### config.mk
export PLATFORM = sky130hd
export DESIGN_NAME = safe_bcd_display
export DESIGN_NICKNAME = d
export VERILOG_FILES = /design/src/rtl/safe_bcd_display.sv
export SDC_FILE = /design/constraint.sdc
export NUM_CORES = 1
export LEC_CHECK = 0
export CAP_MARGIN = 10
export CELL_PAD_IN_SITES_DETAIL_PLACEMENT = 0
export CELL_PAD_IN_SITES_GLOBAL_PLACEMENT = 2
export CORE_MARGIN = 3
export CORE_UTILIZATION = 36
export DETAILED_ROUTE_END_ITERATION = 8
export GPL_ROUTABILITY_DRIVEN = 0
export PLACE_DENSITY_LB_ADDON = 0.12
export SKIP_CTS_REPAIR_TIMING = 1
export SLEW_MARGIN = 0
export SYNTH_ARGS = -nofsm -noshare
export SYNTH_HDL_FRONTEND = slang
export SYNTH_SLANG_ARGS = --single-unit
### constraint.sdc
create_clock -name clk -period 2.33 [get_ports clk]
set_input_delay 0.466 -clock clk [delete_from_list [all_inputs] [get_ports clk]]
set_output_delay 0.466 -clock clk [all_outputs]
set_load 0.05 [all_outputs]
### src/rtl/safe_bcd_display.sv
// Sequential double-dabble binary-to-BCD converter with registered active-low 7-segment outputs.
// Display outputs change only when a conversion completes, so the segment pattern never glitches.
module safe_bcd_display #(
  parameter int WIDTH    = 9,
  parameter int DIGITS   = 3,
  parameter int BLANK_LZ = 0
) (
  input  logic                  clk,
  input  logic                  rst_n,
  input  logic                  load,
  input  logic [WIDTH-1:0]      value,
  output logic                  busy,
  output logic                  done,
  output logic [7*DIGITS-1:0]   hex_out
);

  localparam int CW = $clog2(WIDTH + 1);
  localparam longint unsigned DEC_RANGE = 64'd10 ** DIGITS;
  localparam longint unsigned MAX_VAL   = (64'd1 << WIDTH) - 64'd1;

  if (DEC_RANGE <= MAX_VAL) begin : g_range_check
    $error("safe_bcd_display: DIGITS too small for WIDTH");
  end

  typedef enum logic [1:0] {IDLE, SHIFT, WRITE} state_t;

  state_t                 state;
  logic [WIDTH-1:0]       shift_reg;
  logic [WIDTH-1:0]       pend_value;
  logic                   pend_valid;
  logic [4*DIGITS-1:0]    bcd;
  logic [4*DIGITS-1:0]    bcd_adj;
  logic [CW-1:0]          cnt;
  logic [7*DIGITS-1:0]    hex_enc;
  logic                   lead;

  function automatic logic [6:0] seg7(input logic [3:0] d);
    case (d)
      4'd0:    seg7 = 7'h40;
      4'd1:    seg7 = 7'h79;
      4'd2:    seg7 = 7'h24;
      4'd3:    seg7 = 7'h30;
      4'd4:    seg7 = 7'h19;
      4'd5:    seg7 = 7'h12;
      4'd6:    seg7 = 7'h02;
      4'd7:    seg7 = 7'h78;
      4'd8:    seg7 = 7'h00;
      4'd9:    seg7 = 7'h10;
      default: seg7 = 7'h7F;
    endcase
  endfunction

  always_comb begin
    bcd_adj = bcd;
    for (int unsigned i = 0; i < DIGITS; i++) begin
      if (bcd[4*i +: 4] >= 4'd5) bcd_adj[4*i +: 4] = bcd[4*i +: 4] + 4'd3;
    end
  end

  // Walk from the most-significant digit down; blanking stops at the first non-zero digit.
  always_comb begin
    hex_enc = '1;
    lead    = 1'b1;
    for (int unsigned j = 0; j < DIGITS; j++) begin
      if (bcd[4*(DIGITS-1-j) +: 4] != 4'd0 || j == DIGITS - 1) lead = 1'b0;
      if (BLANK_LZ != 0 && lead) hex_enc[7*(DIGITS-1-j) +: 7] = 7'h7F;
      else                       hex_enc[7*(DIGITS-1-j) +: 7] = seg7(bcd[4*(DIGITS-1-j) +: 4]);
    end
  end

  always_ff @(posedge clk or negedge rst_n) begin
    if (!rst_n) begin
      state      <= IDLE;
      busy       <= 1'b0;
      done       <= 1'b0;
      hex_out    <= '1;
      pend_valid <= 1'b0;
      pend_value <= '0;
      shift_reg  <= '0;
      bcd        <= '0;
      cnt        <= '0;
    end else begin
      done <= 1'b0;
      case (state)
        IDLE: begin
          if (load) begin
            shift_reg <= value;
            bcd       <= '0;
            cnt       <= CW'(WIDTH);
            state     <= SHIFT;
            busy      <= 1'b1;
          end
        end
        SHIFT: begin
          {bcd, shift_reg} <= {bcd_adj[4*DIGITS-2:0], shift_reg, 1'b0};
          cnt <= cnt - CW'(1);
          if (cnt == CW'(1)) state <= WRITE;
          if (load) begin
            pend_value <= value;
            pend_valid <= 1'b1;
          end
        end
        WRITE: begin
          hex_out    <= hex_enc;
          done       <= 1'b1;
          pend_valid <= 1'b0;
          // A load on this edge takes priority over (and discards) the pending value.
          if (load || pend_valid) begin
            shift_reg <= load ? value : pend_value;
            bcd       <= '0;
            cnt       <= CW'(WIDTH);
            state     <= SHIFT;
            busy      <= 1'b1;
          end else begin
            state <= IDLE;
            busy  <= 1'b0;
          end
        end
        default: begin
          state <= IDLE;
          busy  <= 1'b0;
        end
      endcase
    end
  end

endmodule

==> summary.md <==
| Metric | Value |
|---|---|
| Total wire length | about 7700 um |
| Count of different cell masters after synthesis | 42 |
| DP Wirelength | 5280 um |
| Site Rows | 35 |
| Fin crit share | between 90% and 100% |
| Achievable frequency | 469 MHz |
| Top reg by flops | hex_out |
| Clock root buffer | clkbuf_8 |
| Number of slew-limit violations in the final report | 0 |
| Detailed-route DRC error count | 0 |
| Number of antenna violations at the first check in global routing | 0 |
| Slew at the pin closest to its max-slew limit | ~0.60 ns |
| Vias in the first global route | between 2k and 3k |
| Biggest regs | hex_out (21), bcd (12) |
| Share of post-route cells with drive strength above 1 | 17.9% |
| P&R area growth vs syn | 19.6% |
| Category of the critical setup timing path | register to output pin |
| Crit path required time | 1.86 ns |
| Post-route clock skew | about 0.013 ns |
| VDD IR max | between 0.0005 and 0.0006 V |
| Number of vias per cell after detailed routing | 4.99 |
| Power per standard cell area | about 1300 nW/um^2 |
| Remaining global-route overflow | 0 |
| Critical Path Source Type | register |
| Aggregate global-route resource usage | approximately 15% |
| Maximum level of the CTS H-tree | 3 |
| Setup violation total in the final timing report | 0 |
| Synthesis-stage register bit count | 60 |
| Initial DRC count | about 120 |
| Pin count of the biggest net entering global routing | between 60 and 70 |
| Number of enable flip-flop cells after synthesis | 0 |
| Synthesized instance count | 369 |
| Number of flip-flops in the largest register | 21 |
| Final layout net count | between 400 and 500 |
| Count of boundary I/O pins | 35 |
| Area of the core | approximately 9400 um^2 |
| Synth Flop Type | dfrtp_1 |
| Port Buffers | 34 |
| Async SR Flop Fraction | between 90% and 100% |
| Synth Cell Area | 3510 um^2 |
| Clock sink count | 60 |
| Iteration count of the initial detailed-routing pass | 4 |
| Design Power | about 5.4 mW |
| Slowest library cell on the worst path | clkdlybuf4s50_1 |
| Unrepaired setup endpoints after global routing | no |
| First-pass GRT wire length | approximately 13,000 um |
| Total negative slack for setup checks | 0 ns |
| Path category of the worst min-delay check | input pin to asynchronous set/reset pin |
| Largest delay share family, worst path | buffers and inverters |
| Time the worst path needs with I/O delays and setup | ~2.1 ns |
| Die Y-Extent | ~100 um |
| Worst path buffer plus inverter count | 1 |
| Die width | around 100 um |
| Initial cell density of the core | between 30% and 40% |
| Non-filler cells in the finished layout | approximately 540 |
| Post-synthesis net count | approximately 400 |
| Reported leakage power | about 1.7 nW |
| Data arrival, critical path | roughly 1.7 ns |
| Ordered cell list for the critical path | clkdlybuf4s50_1 |
| Deepest clock path buffer count | 2 |
| Antenna Cells | 0 |
| Placed cell count | ~520 |
| Number of nets with antenna violations after routing | 0 |
| Crit. End Element | output pin |
| Number of synthesis warnings | 0 |
| Total clock buffers created by CTS | 9 |
| Clock Latency Late Sink | about 0.34 ns |
| Synthesized area per cell | roughly 9.5 um^2 |
| Slowest cell delay on critical path | roughly 0.79 ns |
| WL/cell | between 10 and 15 um |
| CTS clk-pin slew, worst paths | approximately 0.070 ns |
| Max-capacitance violation count | 0 |
| Worst rel slew slack | 59.9% |
| Clock tree from TritonCTS | yes |
| Proportion of synthesized chip area in sequential cells | between 40% and 50% |
| Routed vias | between 2k and 3k |
| Final hold viol count | 0 |
| Crit-path max FO | 2 |
| Result of the run | finished clean |
| Die Footprint | around 11,000 um^2 |
logic make-up (layout without fill, tap and decap cells):
family / Yosys count / count (layout) / share of synthesized area, %
AO/OA/AOI/OAI: 129 / 129 / 24.0
adder cells (fa/ha/maj): 21 / 21 / 7.48
XOR/XNOR: 5 / 5 / 1.25
flip-flops: 60 / 60 / 43.5
buffers and inverters: 58 / 97 / 6.66
AND/OR/NAND/NOR: 78 / 78 / 11.5
multiplexers: 18 / 18 / 5.56
where the power goes:
| group | internal (mW) | switching (mW) | total [mW] |
|---|---|---|---|
| sequential | 1.52 | 0.265 | 1.79 |
| combinational | 1.02 | 1.73 | 2.75 |
| clock | 0.472 | 0.421 | 0.893 |
metal layers:
layer / vias to the layer above / GRT usage [%] / share of wire, % / wire length [um]
met5: - / 0 / 0 / 0
met4: 0 / 4.50 / 0.66 / 51
met3: 4 / 3.58 / 2.8 / 216
met2: 32 / 23.4 / 48 / 3660
met1: 1285 / 19.4 / 49 / 3770
li1: 1360 / - / - / -
worst paths after layout:
check                           cells after the start  slack (ns)     endpoint   startpoint
worst max-delay path                                1        0.20  hex_out[20]  hex_out[20]
worst max register to register                      7        0.43       bcd[7]     state[0]
worst min register to register                      2        0.47  hex_out[17]  hex_out[17]
max in group asynchronous                           2        1.87   hex_out[9]        rst_n
min in group clk                                    2        0.47  hex_out[17]  hex_out[17]
worst min-delay path                                2        0.13       bcd[9]        rst_n
layout make-up:
cell class / instances / area [um^2]
flip-flops and latches: 60 / 1530
repair buffers: 47 / 445
well taps: 129 / 161
clock inverters: 3 / 20.0
fillers: 935 / 5170
multi-input cells: 251 / 1750
clock buffers: 13 / 169
inverters: 34 / 128
stage by stage:
step	hold slack, ns	cell area, um^2	setup slack (ns)	util [%]
6_report	0.134	4200	0.197	44.8
5_1_grt	0.134	4200	0.146	44.8
4_1_cts	0.131	4200	0.165	44.8
3_5_place_dp	0.460	4010	0.321	42.8
3_3_place_gp	0.457	4010	0.338	42.8
2_1_floorplan	0.170	3510	0.553	-
synth_stat cells (all sizes together) (2+ instances only):
library cell	number	area share, %
o21ai	45	6.4
a21o	3	0.64
buf	9	1.4
mux2	12	3.8
a21oi	35	5.0
nand2b	10	1.8
clkbuf	15	1.6
inv	33	3.5
nand2	15	1.6
nor2b	10	2.0
nand3	5	0.71
a211o	3	0.75
o211ai	6	1.3
nor2	21	2.2
xnor2	5	1.2
dfstp	21	16
o31ai	17	5.1
nor3b	3	0.64
and3	4	0.71
mux2i	6	1.7
o221ai	5	1.2
nor3	5	0.71
o21bai	2	0.43
ha	21	7.5
o2bb2ai	9	2.2
dfrtp	39	28
cells in the final DEF, fill, tap and decap left out, types with 6 or more instances in the layout:
cell	synthesis	layout
o21ai_0	43	43
dfrtp_1	39	39
a21oi_1	35	35
inv_1	33	33
clkdlybuf4s50_1	0	33
nor2_1	21	21
ha_1	21	21
dfstp_2	21	21
nand2_1	15	15
mux2_2	12	12
clkbuf_8	0	12
buf_4	1	12
nand2b_1	10	10
o31ai_2	10	10
nor2b_1	9	9
o2bb2ai_1	9	9
o31ai_1	7	7
o211ai_1	6	6
mux2i_1	6	6
Note: power is estimated with default switching activity, not from simulation.
